===== src/rtl/conv_seq_ctrl.sv =====
// Result-path sequencer: runs the PE, 3x3-conv and 2x2 engines in order,
// then holds run_display_o for a fixed window, with per-stage timeout,
// abort, status flags and a saturating total-cycle counter.
//
// Engine handshake: run_x_o is high for every cycle the sequencer sits in
// that engine's stage; the engine answers with done_x_i, which is sampled
// only on a rising edge while that stage is active. One sampled done moves
// the sequencer to the next stage on that same edge, so run_x_o falls and
// the next run rises together. A done held longer, or a done for any other
// stage, has no effect.
module conv_seq_ctrl #(
    parameter int TIMEOUT     = 255,
    parameter int DISPLAY_LEN = 12,
    parameter int CNT_W       = 8
) (
    input  logic             clk,
    input  logic             reset,
    input  logic             start_i,
    input  logic             abort_i,
    input  logic             done_pe_i,
    input  logic             done_3x3_i,
    input  logic             done_2x2_i,
    output logic             run_pe_o,
    output logic             run_3x3_o,
    output logic             run_2x2_o,
    output logic             run_display_o,
    output logic [2:0]       state_o,
    output logic             busy_o,
    output logic             done_o,
    output logic             err_o,
    output logic [CNT_W-1:0] cycle_cnt_o
);

    typedef enum logic [2:0] {
        S_IDLE = 3'd0,
        S_PE   = 3'd1,
        S_3X3  = 3'd2,
        S_2X2  = 3'd3,
        S_DISP = 3'd4,
        S_DONE = 3'd5,
        S_ERR  = 3'd6
    } state_t;

    localparam logic [CNT_W-1:0] CNT_MAX = '1;
    // Last timer value a compute stage may spend waiting; the edge that
    // leaves it without a done goes to S_ERR.
    localparam logic [CNT_W-1:0] TO_LAST   = CNT_W'(TIMEOUT - 1);
    localparam logic [CNT_W-1:0] DISP_LAST = CNT_W'(DISPLAY_LEN - 1);

    state_t           state_q, state_d;
    logic [CNT_W-1:0] timer_q, timer_d;
    logic [CNT_W-1:0] cnt_q, cnt_d;
    logic             expired;
    logic             busy_w;
    logic             accept_w;

    assign expired  = (timer_q >= TO_LAST);
    assign busy_w   = (state_q >= S_PE) && (state_q <= S_DONE);
    assign accept_w = ((state_q == S_IDLE) || (state_q == S_ERR)) && start_i;

    // State, stage timer and cycle counter registers.
    always_ff @(posedge clk or negedge reset) begin
        if (!reset) begin
            state_q <= S_IDLE;
            timer_q <= '0;
            cnt_q   <= '0;
        end else begin
            state_q <= state_d;
            timer_q <= timer_d;
            cnt_q   <= cnt_d;
        end
    end

    // Next state: abort first, then done/timeout, then start.
    always_comb begin
        state_d = state_q;
        if (abort_i) begin
            state_d = S_IDLE;
        end else begin
            case (state_q)
                S_IDLE, S_ERR: if (start_i) state_d = S_PE;
                S_PE: begin
                    if (done_pe_i)    state_d = S_3X3;
                    else if (expired) state_d = S_ERR;
                end
                S_3X3: begin
                    if (done_3x3_i)   state_d = S_2X2;
                    else if (expired) state_d = S_ERR;
                end
                S_2X2: begin
                    if (done_2x2_i)   state_d = S_DISP;
                    else if (expired) state_d = S_ERR;
                end
                S_DISP: if (timer_q == DISP_LAST) state_d = S_DONE;
                S_DONE: state_d = S_IDLE;
                default: state_d = S_IDLE;
            endcase
        end
    end

    // Stage timer: restarts on every state change, otherwise counts and sticks at max.
    always_comb begin
        timer_d = timer_q;
        if (state_d != state_q) begin
            timer_d = '0;
        end else if (timer_q != CNT_MAX) begin
            timer_d = timer_q + 1'b1;
        end
    end

    // Total-cycle counter: cleared on start acceptance, counts through S_DONE,
    // frozen on abort, in S_ERR and in S_IDLE; saturates instead of wrapping.
    always_comb begin
        cnt_d = cnt_q;
        if (!abort_i) begin
            if (accept_w) begin
                cnt_d = '0;
            end else if (busy_w && (cnt_q != CNT_MAX)) begin
                cnt_d = cnt_q + 1'b1;
            end
        end
    end

    assign run_pe_o      = (state_q == S_PE);
    assign run_3x3_o     = (state_q == S_3X3);
    assign run_2x2_o     = (state_q == S_2X2);
    assign run_display_o = (state_q == S_DISP);
    assign state_o       = state_q;
    assign busy_o        = busy_w;
    assign done_o        = (state_q == S_DONE);
    assign err_o         = (state_q == S_ERR);
    assign cycle_cnt_o   = cnt_q;

endmodule


===== config.mk =====
export PLATFORM = sky130hd
export DESIGN_NAME = conv_seq_ctrl
export DESIGN_NICKNAME = d
export VERILOG_FILES = /design/src/rtl/conv_seq_ctrl.sv
export SDC_FILE = /design/constraint.sdc
export NUM_CORES = 1
export LEC_CHECK = 0
export CORE_ASPECT_RATIO = 1.25
export CORE_MARGIN = 2
export CORE_UTILIZATION = 40
export CTS_BUF_LIST = sky130_fd_sc_hd__clkbuf_4 sky130_fd_sc_hd__clkbuf_8
export DETAILED_ROUTE_END_ITERATION = 7
export PLACE_DENSITY_LB_ADDON = 0.12
export REMOVE_ABC_BUFFERS = 1
export SYNTH_ARGS = -nofsm -noshare
export SYNTH_HDL_FRONTEND = slang
export SYNTH_SLANG_ARGS = --single-unit

===== constraint.sdc =====
create_clock -name clk -period 5.4 [get_ports clk]
set_input_delay 0.81 -clock clk [delete_from_list [all_inputs] [get_ports clk]]
set_output_delay 0.81 -clock clk [all_outputs]
set_load 0.01 [all_outputs]

==> flow_summary.ini <==
[setup_path]
max_stage_delay_ns = 0.56
r2r-start = state_o[0]
reg2reg_to = timer_q[3]
worstPathCellList = nor3_1 -> nor2_1 -> clkdlybuf4s50_1
end_kind = output port
reg2reg_slack_ns = 3.31
crit_path_start_kind = flip-flop
crit_buf_inv = 1
critPathTopFamily = flip-flops
r2r_cells = 6
cp.required_ns = 4.59
path_class = reg2out
crit_fanout = 15
critical_path_arrival_ns = 1.89
slowest_stage = dfrtp_1

[sta]
slew_headroom_pct = 41.20
period_share_pct = 50.04
hold_viol_final = 0
maxSlewViolCount = 0
rsz0062_at_grt = no
worst_slew_pin_slew_ns = 0.8792
final.setup.tns_ns = 0
setup_violations = 0
min_period_ns = 2.702
fmax_mhz = 370.1
finalClockSkew_ns = 0.01161

[placed_design]
dp.cells = 186
place_congestion = 0.7964
portBuffers = 24
detailed_place_hpwl_um = 2090

[die]
die_h_um = 66.66
rows = 22
die-area_um2 = 3608
core-area_um2 = 2973
die_w_um = 54.13
start_util_pct = 42.26
pin_count = 25

[grt]
grt.total_usage_pct = 17.36
grt_pass1_wl_um = 4650
grt_max_degree = 20
grt_pass1_vias = 1056
antenna_found_initial = 0
overflow = 0

[min_path]
hold_path_end = cycle_cnt_o[1]
hold_depth = 1
min-delay-start = cycle_cnt_o[1]
hold_class = reg2reg

[power]
pwr_density_cell_nw_per_um2 = 236.7
leakage_nw = 0.6321
peakVddDrop_uv = 142.2

[route]
first_iter_violations = 39
wl_per_cell_um = 14.94
viasPerCell = 5.616
vias = 1067
wl_um = 2839
firstDrtPassIters = 4
drc = 0
drtAntennaViolNets = 0

[logic_synthesis]
synth_top_area_cell = dfrtp_1
synth-main-ff-cell = dfrtp_1
synthTopCellsByCount = dfrtp_1, nor2_1, nor4_1
yosysTopAreaCellShare_pct = 37.85
synth_cells = 129
ys.warnings.count = 0
synth_area_per_cell_um2 = 9.738
ys_seq_area_share_pct = 37.85
ys_types = 42
synth_edf_count = 0
synth_area_um2 = 1256
async_flop_share_pct = 100.0
synthTopCellsByArea = dfrtp_1, nor2_1, nor4_1
synth-seq-cells = 19

[clocking]
cts_buffers = 3
htree_levels = 1
cts_tree = yes
clockBufferDepth = 2
cts-resized-gates = 0
cts_setup_buffers = 0
clkLatencyLatePin_ns = 0.31
cts_root_buf = clkbuf_4
hold_buffers = 0
cts.sinks = 19
clk_pin_slew_worst_paths_ns = 0.13

[finish]
final_cells = 190
final_util_pct = 51.47
drive_gt1_share_pct = 10.39
syn2layout_area_growth_pct = 21.81
final_nets = 165
diodes = 0
num-fill-cells = 278

[job]
maxCapViolCount = 0

[outcome]
status = completed
-- worst reg2reg max path, stage by stage, from the launching register on --
cell,delay [ns]
dfrtp_1,0.66
nand2b_1,0.16
a21oi_1,0.19
nor3b_1,0.24
o21a_1,0.20
xor2_2,0.39
nor4_1,0.12
-- registers in the layout (all words and copies together) (netlist names) --
register     count
cycle_cnt_o      8
timer_q          8
state_o          3
-- cell type report --
type	count	area [µm²]	area share, %
flip-flops and latches	19	475.5	31.07
well taps	36	45.04	2.944
inverters	2	7.507	0.4906
clock buffers	3	22.52	1.472
clock inverters	1	5.005	0.3271
multi-input cells	105	734.5	48.00
repair buffers	24	240.2	15.70
-- per-stage QoR --
step,total power (W),cell area [µm²],hold slack (ns),setup WS [ns]
global route,0.0003870,1530,0.5735,2.528
detailed placement,0.0002891,1503,0.5230,2.801
CTS,0.0003675,1530,0.5504,2.672
floorplan,0.0002419,1217,0.5144,3.422
global placement,0.0002842,1503,0.5190,2.855
finish,0.0003622,1530,0.5454,2.698
-- power breakdown --
group          internal (W)  switching, W  leakage [nW]
sequential         0.000157     0.0000225         0.259
clock             0.0000277     0.0000497        0.0177
combinational     0.0000515     0.0000535         0.355
-- cells by family (layout without fill, tap and decap cells) --
family                     Yosys count  count (layout)  share of synthesized area [%]
and+or+nand+nor                     65              65                          29.09
AOI/OAI and AO/OA                   23              23                          15.14
DFF                                 19              19                          37.85
xor gates and xnor gates            12              12                          9.562
buffers and inverters                5              30                          3.686
adders and majority gates            3               3                          2.988
muxes                                2               2                          1.693
-- per-layer routing --
metal	GRT usage, %	vias up	wire (µm)
met5	0	-	0
met4	5.625	0	27
met3	2.018	2	74
met2	31.78	16	1546
met1	20.11	527	1190
li1	-	522	-
-- cell usage in the layout (no fill, tap or decap), types with 5 or more instances in the layout --
cell / n
nor4_1: 8
a21oi_1: 6
xnor2_1: 5
xor2_1: 5
o21ai_0: 5
nand2_1: 5
nand3_1: 6
nor2_1: 19
and3_1: 6
dfrtp_1: 19
clkdlybuf4s50_1: 24
-- worst max-delay path by stage --
stage	from	end	slack, ns	depth (start not counted)
2_1_floorplan	cycle_cnt_o[0]	cycle_cnt_o[7]	3.42	7
3_3_place_gp	abort_i	cycle_cnt_o[7]	2.86	6
3_5_place_dp	abort_i	cycle_cnt_o[7]	2.80	6
4_1_cts	state_o[1]	busy_o	2.67	3
5_1_grt	state_o[1]	busy_o	2.53	3
6_report	state_o[1]	busy_o	2.70	3
(Power assumes the default switching activity.)
